--- config.mk ---
export PLATFORM = sky130hd
export DESIGN_NAME = rob_commit
export DESIGN_NICKNAME = d
export VERILOG_FILES = /design/src/rtl/rob_commit.sv
export SDC_FILE = /design/constraint.sdc
export NUM_CORES = 2
export LEC_CHECK = 0
export BUFFER_PORTS_ARGS = -buffer_cell sky130_fd_sc_hd__buf_2
export CORE_MARGIN = 2
export CORE_UTILIZATION = 40
export DETAILED_ROUTE_END_ITERATION = 12
export SKIP_LAST_GASP = 1
export SLEW_MARGIN = 20
export SYNTH_ARGS = -nofsm -noshare
export SYNTH_HDL_FRONTEND = slang
export SYNTH_SLANG_ARGS = --single-unit
--- constraint.sdc ---
create_clock -name clk -period 38.3 [get_ports clk]
set_input_delay 7.66 -clock clk [delete_from_list [all_inputs] [get_ports clk]]
set_output_delay 7.66 -clock clk [all_outputs]
set_load 0.01 [all_outputs]
--- src/rtl/rob_commit.sv ---
// Reorder buffer: dual-slot allocate, dual-port writeback, in-order dual commit.
// Optional ROB_WB_BYPASS_EN lets same-cycle writebacks to head/head+1 commit immediately.
module rob_commit #(
    parameter int DEPTH = 16,
    parameter int TAG_W = $clog2(DEPTH),
    parameter int XLEN  = 32
) (
    input  logic             clk,
    input  logic             rst,
    input  logic             flush,
    input  logic             alloc_req_0,
    input  logic             alloc_req_1,
    input  logic [4:0]       alloc_rd_0,
    input  logic [4:0]       alloc_rd_1,
    output logic             alloc_ready,
    output logic [TAG_W-1:0] alloc_tag_0,
    output logic [TAG_W-1:0] alloc_tag_1,
    input  logic             wb_valid_0,
    input  logic             wb_valid_1,
    input  logic [TAG_W-1:0] wb_tag_0,
    input  logic [TAG_W-1:0] wb_tag_1,
    input  logic [XLEN-1:0]  wb_data_0,
    input  logic [XLEN-1:0]  wb_data_1,
    output logic             commit_we_0,
    output logic             commit_we_1,
    output logic [4:0]       commit_addr_0,
    output logic [4:0]       commit_addr_1,
    output logic [TAG_W-1:0] commit_tag_0,
    output logic [TAG_W-1:0] commit_tag_1,
    output logic [XLEN-1:0]  commit_data_0,
    output logic [XLEN-1:0]  commit_data_1,
    output logic [TAG_W:0]   count
);

    logic [DEPTH-1:0] valid;
    logic [DEPTH-1:0] done;
    logic [4:0]       rd   [DEPTH];
    logic [XLEN-1:0]  data [DEPTH];

    logic [TAG_W-1:0] head, tail, head_1, tail_1;
    logic             alloc_0, alloc_1;
    logic [1:0]       n_alloc, n_commit;
    logic             done_h0, done_h1;

    assign head_1 = head + TAG_W'(1);
    assign tail_1 = tail + TAG_W'(1);

    assign alloc_ready = (count <= (TAG_W+1)'(DEPTH-2));
    assign alloc_tag_0 = tail;
    assign alloc_tag_1 = tail_1;

    assign alloc_0  = alloc_req_0 & alloc_ready & ~flush;
    assign alloc_1  = alloc_0 & alloc_req_1;
    assign n_alloc  = {1'b0, alloc_0} + {1'b0, alloc_1};
    assign n_commit = {1'b0, commit_we_0} + {1'b0, commit_we_1};

    // Head-entry completion and data, optionally forwarded from this cycle's writebacks
    always_comb begin
        done_h0       = done[head];
        done_h1       = done[head_1];
        commit_data_0 = data[head];
        commit_data_1 = data[head_1];
`ifdef ROB_WB_BYPASS_EN
        if (wb_valid_0 && wb_tag_0 == head) begin
            done_h0       = 1'b1;
            commit_data_0 = wb_data_0;
        end
        if (wb_valid_1 && wb_tag_1 == head) begin
            done_h0       = 1'b1;
            commit_data_0 = wb_data_1;
        end
        if (wb_valid_0 && wb_tag_0 == head_1) begin
            done_h1       = 1'b1;
            commit_data_1 = wb_data_0;
        end
        if (wb_valid_1 && wb_tag_1 == head_1) begin
            done_h1       = 1'b1;
            commit_data_1 = wb_data_1;
        end
`endif
    end

    assign commit_we_0   = ~flush & valid[head] & done_h0;
    assign commit_we_1   = commit_we_0 & valid[head_1] & done_h1;
    assign commit_addr_0 = rd[head];
    assign commit_addr_1 = rd[head_1];
    assign commit_tag_0  = head;
    assign commit_tag_1  = head_1;

    always_ff @(posedge clk or posedge rst) begin
        if (rst) begin
            head  <= '0;
            tail  <= '0;
            count <= '0;
            valid <= '0;
            done  <= '0;
            for (int i = 0; i < DEPTH; i++) begin
                rd[i]   <= '0;
                data[i] <= '0;
            end
        end else if (flush) begin
            head  <= '0;
            tail  <= '0;
            count <= '0;
            valid <= '0;
            done  <= '0;
        end else begin
            // Port 1 is applied last so it wins a same-tag collision
            for (int i = 0; i < DEPTH; i++) begin
                if (valid[i] && wb_valid_0 && wb_tag_0 == TAG_W'(i)) begin
                    done[i] <= 1'b1;
                    data[i] <= wb_data_0;
                end
                if (valid[i] && wb_valid_1 && wb_tag_1 == TAG_W'(i)) begin
                    done[i] <= 1'b1;
                    data[i] <= wb_data_1;
                end
            end
            if (commit_we_0) valid[head]   <= 1'b0;
            if (commit_we_1) valid[head_1] <= 1'b0;
            // Allocation only targets free slots, so it never collides with commit or writeback
            if (alloc_0) begin
                valid[tail] <= 1'b1;
                done[tail]  <= 1'b0;
                rd[tail]    <= alloc_rd_0;
            end
            if (alloc_1) begin
                valid[tail_1] <= 1'b1;
                done[tail_1]  <= 1'b0;
                rd[tail_1]    <= alloc_rd_1;
            end
            head  <= head + TAG_W'(n_commit);
            tail  <= tail + TAG_W'(n_alloc);
            count <= count + (TAG_W+1)'(n_alloc) - (TAG_W+1)'(n_commit);
        end
    end

endmodule

# --- After elaboration in Yosys (flattened, before gate mapping) ---
# Cells that the tools add are included.
totals:
  ff_bits: 637
  inputBits: 89
  output_inout_bits: 98
op_classes:
  n_addsub: 8
  order_cmp: 15
  eq_ne: 30
  mux: 132
  n_bitwise: 22
  reduce_logical: 104
ops:
  columns: ["op", "count"]
  rows:
  - ["two-way mux 32 bit", 36]
  - ["binary-select mux 32 bit (select 4 bit)", 2]
  - ["two-way mux 80 bit", 3]
  - ["two-way mux 16 bit", 12]
  - ["bitwise mux 80 bit", 2]
  - ["logical AND 1 bit", 70]
  - ["AND 16 bit", 4]
  - ["== test 4 bit (second input constant)", 16]
  - ["NOT 16 bit", 4]
  - ["two-way mux 1 bit", 56]
  - ["binary-select mux 5 bit (select 4 bit)", 2]
  - ["demux 5 bit (select 4 bit)", 2]
  - ["two-way mux 5 bit", 7]
  - ["== test 4 x 3 -> 1 bit (second input constant)", 8]
  - ["bitwise OR 16 bit", 2]
  - ["AND reduction 2 bit", 16]
  - ["nonzero test 2 bit", 16]
  - [">= comparator 5 bit (second input constant)", 4]
  - ["less-than comparator 4 x 5 -> 1 bit (second input constant)", 4]
  - ["NOT 4 -> 5 bit", 4]
  - ["binary-select mux 1 bit (select 4 bit)", 4]
  - ["demux 1 bit (select 4 bit)", 4]
  - ["== test 4 x 2 -> 1 bit (second input constant)", 4]
  - [">= comparator 4 x 1 -> 1 bit (second input constant)", 4]
  - ["12 further kinds", 25]

# --- Depth between registers and ports, before layout ---
depth:
  depth_word: 17
  depth_mapped: 25
  depth_no_buf: 19

# --- Worst setup path after synthesis ---
# No wires, ideal clock.
synth_timing:
  path_type: "in2out"
  start: "in flush"
  end: "out commit_we_1"
  t_arrival_ns: 8.593
  path_slack_ns: 22.047
  stages: 6
  path_cell_list: "clkbuf_1 nor2_1 o211ai_2 buf_6 nor2_4 o21a_1"
synth_between:
  elab_chain_len: 5
synth_rtl:
  columns: ["item", "line", "rtl"]
  rows:
  - ["start: declaration", "10", "input logic flush,"]
  - ["NOT 1 bit (no source line)", null, null]
  - ["AND 1 bit (2 in series)", "83", "assign commit_we_0 = ~flush & valid[head] & done_h0;"]
  - ["AND 1 bit (2 in series)", "84", "assign commit_we_1 = commit_we_0 & valid[head_1] & done_h1;"]
  - ["end: declaration", "25", "output logic commit_we_1,"]
# Every way passes these cells.

# --- Worst setup path after layout ---
# Ends and elaborated chain as after synthesis.

==> flow_summary.toml <==
[worst_setup_path]
cp.required_ns = 30.64
reg2regPathDepth = 21
cp-end-kind = "primary output"
cp_slowest_stage_delay_ns = 0.30
crit_type = "primary input to primary output"
critPathMaxFanout = 11
critPathSlowestCell = "o211ai_2"
path_cells = "buf_2 > nor2_1 > o211ai_2 > nor2_4 > o21a_1 > buf_2"
r2r-start = "commit_tag_0[0]"
rrSetupSlack_ns = 31.37
arrival_ns = 8.91
timing.rr.end = "count[4]"
startpoint_type = "primary input"
cpMostUsedCell = "buf_2"

[detailed_routing]
dr.pass1.iters = 6
dr_total_vias = 30510
drc = 0
first_iter_violations = 3161
viasPerCell = 6.246
ant_nets = 0
wl_per_cell_um = 27.85
drt-total-wl_mm = 136.0

[timing]
hold_viol = 0
tightest_slew_ns = 1.206
setup_viol = 0
timing.slew.headroom = 0.1963
post-route-min-period_ns = 16.57
fmax_mhz = 60.34
slew_violations = 0
period_share = 0.4327
finalSetupTns_ns = 0
rsz0062_at_grt = "no"
layout_setup_ws_ns = 21.73
finClkSkew_ns = 0.03012

[place]
finalWeightedCongestion = 0.8625
dp_hpwl_mm = 73.30
numPortBuffers = 186
place_ws_ns = 21.74

[clock_tree]
cts_setup_buffers = 0
clkLatencyLatePin_ns = 0.66
cts_tree = "built"
path_clk_slew_ns = 0.06
clock_path_buffers = 3
cts_hold_buf = 0
cts.sinks = 637
h-tree-depth = 3
root_buffer = "clkbuf_16"
cts_made_buffers = 79
ctsResizeCount = 0

[synth]
synth_edf_count = 0
synthFlopType = "dfrtp_1"
netlist_instances = 3578
synthDistinctLibCells = 74
yosysWarningCount = 0
syn_avg_cell_area_sq_um = 11.06
netlist_area_sq_mm = 0.03958
synthArstFlopShare = 1.000
yosysSeqAreaShare = 0.4027
ys_ff_latch = 637
syn_nets = 3692

[die]
core_area_sq_mm = 0.09828
io_pins = 187
dieHeight_um = 318.6
dieWidth_um = 318.6
start_util = 0.4027
dieArea_sq_mm = 0.1015
num_rows = 115

[global_routing]
grt_start_max_net_pins = 132
antenna_found_initial = 22
grt_pass1_wl_mm = 201.9
grt_usage = 0.2657
grt_overflow = 0
grt_pass1_vias = 29840

[min_path]
hold_depth = 2
whs_endpoint = "data[400]"
min_path_type = "flip-flop to flip-flop"
min_from = "data[400]"

[pwr]
p_per_area_mw_per_mm2 = 39.46
vdd_drop_max_uv = 29.27
leakage_nw = 18.17

[finish]
multi_input_area_sq_mm = 0.02216
layout-drive-gt1-share = 0.2226
num-fill-cells = 9090
syn_to_final_growth_pct = 11.03
finalNetCount = 3638
regArea_sq_mm = 0.01596

[flow_run]
drv_cap = 0

[status]
status = "completed"
[synthesized netlist by cell type (9+ instances only)]
cell type,n,share of area
a21oi_1,188,0.024
o21ai_0,402,0.051
buf_2,105,0.013
dfrtp_1,637,0.40
buf_1,29,0.0028
nand4_1,10,0.0016
o22ai_1,41,0.0065
nand2b_1,9,0.0014
nand2_1,451,0.043
nor2_1,250,0.024
mux4_2,374,0.21
o21ai_1,16,0.0020
inv_1,48,0.0046
nor3_1,15,0.0019
clkbuf_1,220,0.021
mux2i_1,546,0.14
ha_1,21,0.0066
nand3_1,34,0.0043
and3_1,20,0.0032
nor2b_1,16,0.0025
a31oi_1,12,0.0019
[flip-flops by register name, indices dropped and copies added (netlist names)]
signal        cells
alloc_tag_0       4
done             16
commit_tag_0      4
data            512
count             5
valid            16
rd               80
[metal layers]
layer / part of all wire / global-route usage
met2: 0.47 / 0.4257
met3: 0.085 / 0.05202
met4: 0.036 / 0.09437
met1: 0.40 / 0.3603
met5: 0.00098 / 0
[worst max-delay path, delay by kind of cell]
family | cells | cell delay (ns)
AND/OR/NAND/NOR | 2 | 0.44
AO/OA/AOI/OAI | 2 | 0.53
buffers and inverters | 2 | 0.27
[placed cells by master (no fill, tap or decap), types with 16 or more instances in the layout]
| cell type | synthesis | layout |
|---|---|---|
| a21oi_1 | 188 | 188 |
| buf_2 | 105 | 186 |
| buf_4 | 4 | 37 |
| clkbuf_16 | 0 | 80 |
| clkbuf_8 | 0 | 17 |
| clkinv_2 | 0 | 20 |
| dfrtp_1 | 637 | 633 |
| ha_1 | 21 | 20 |
| inv_1 | 48 | 47 |
| mux2i_1 | 546 | 546 |
| mux4_2 | 374 | 374 |
| nand2_1 | 451 | 451 |
| nand3_1 | 34 | 30 |
| nor2_1 | 250 | 247 |
| nor2b_1 | 16 | 16 |
| o21ai_0 | 402 | 402 |
| o22ai_1 | 41 | 41 |
[worst max-delay path by stage]
| stage | from | end | slack, ns | cells after the start |
|---|---|---|---|---|
| floorplan | rst | alloc_tag_0[0] | 12.80 | 1 |
| global placement | flush | commit_we_1 | 21.72 | 6 |
| detailed placement | flush | commit_we_1 | 21.74 | 6 |
| CTS | flush | commit_we_1 | 21.74 | 6 |
| global route | flush | commit_we_1 | 21.65 | 6 |
| finish | flush | commit_we_1 | 21.73 | 6 |
[power by group]
| part | switching [mW] | internal [mW] | leakage, nW |
|---|---|---|---|
| Combinational | 0.114 | 0.0936 | 8.07 |
| Clock | 0.324 | 0.468 | 1.35 |
| Sequential | 0.0292 | 0.706 | 8.76 |
[area by class of cell]
type,instances,area share
diodes,8,0.0004556
well taps,1287,0.03664
clock inverters,34,0.009367
repair buffers,228,0.02955
multi-input cells,2528,0.5042
flip-flops and latches,637,0.3631
inverters,50,0.004499
clock buffers,112,0.05216
[through the flow]
stage	instances	power [mW]	instance area, sq um	utilization	hold WS [ns]
floorplan	3578	0.8757	39580	-	0.4610
global placement	4728	0.9487	41170	0.4189	0.4733
detailed placement	4728	0.9537	41170	0.4189	0.4858
CTS	4874	1.743	43870	0.4464	0.4980
global route	4878	1.794	43930	0.4470	0.5191
finish	4884	1.734	43940	0.4472	0.4946
[cells by family after synthesis]
| group | share of synthesized area |
|---|---|
| DFF | 0.4027 |
| xor gates and xnor gates | 0.002814 |
| muxes | 0.3543 |
| AOI/OAI and AO/OA | 0.09838 |
| and+or+nand+nor | 0.08931 |
| adders and majority gates | 0.008662 |
| buffers and inverters | 0.04381 |
No activity file was read; power rests on OpenSTA's default activity.
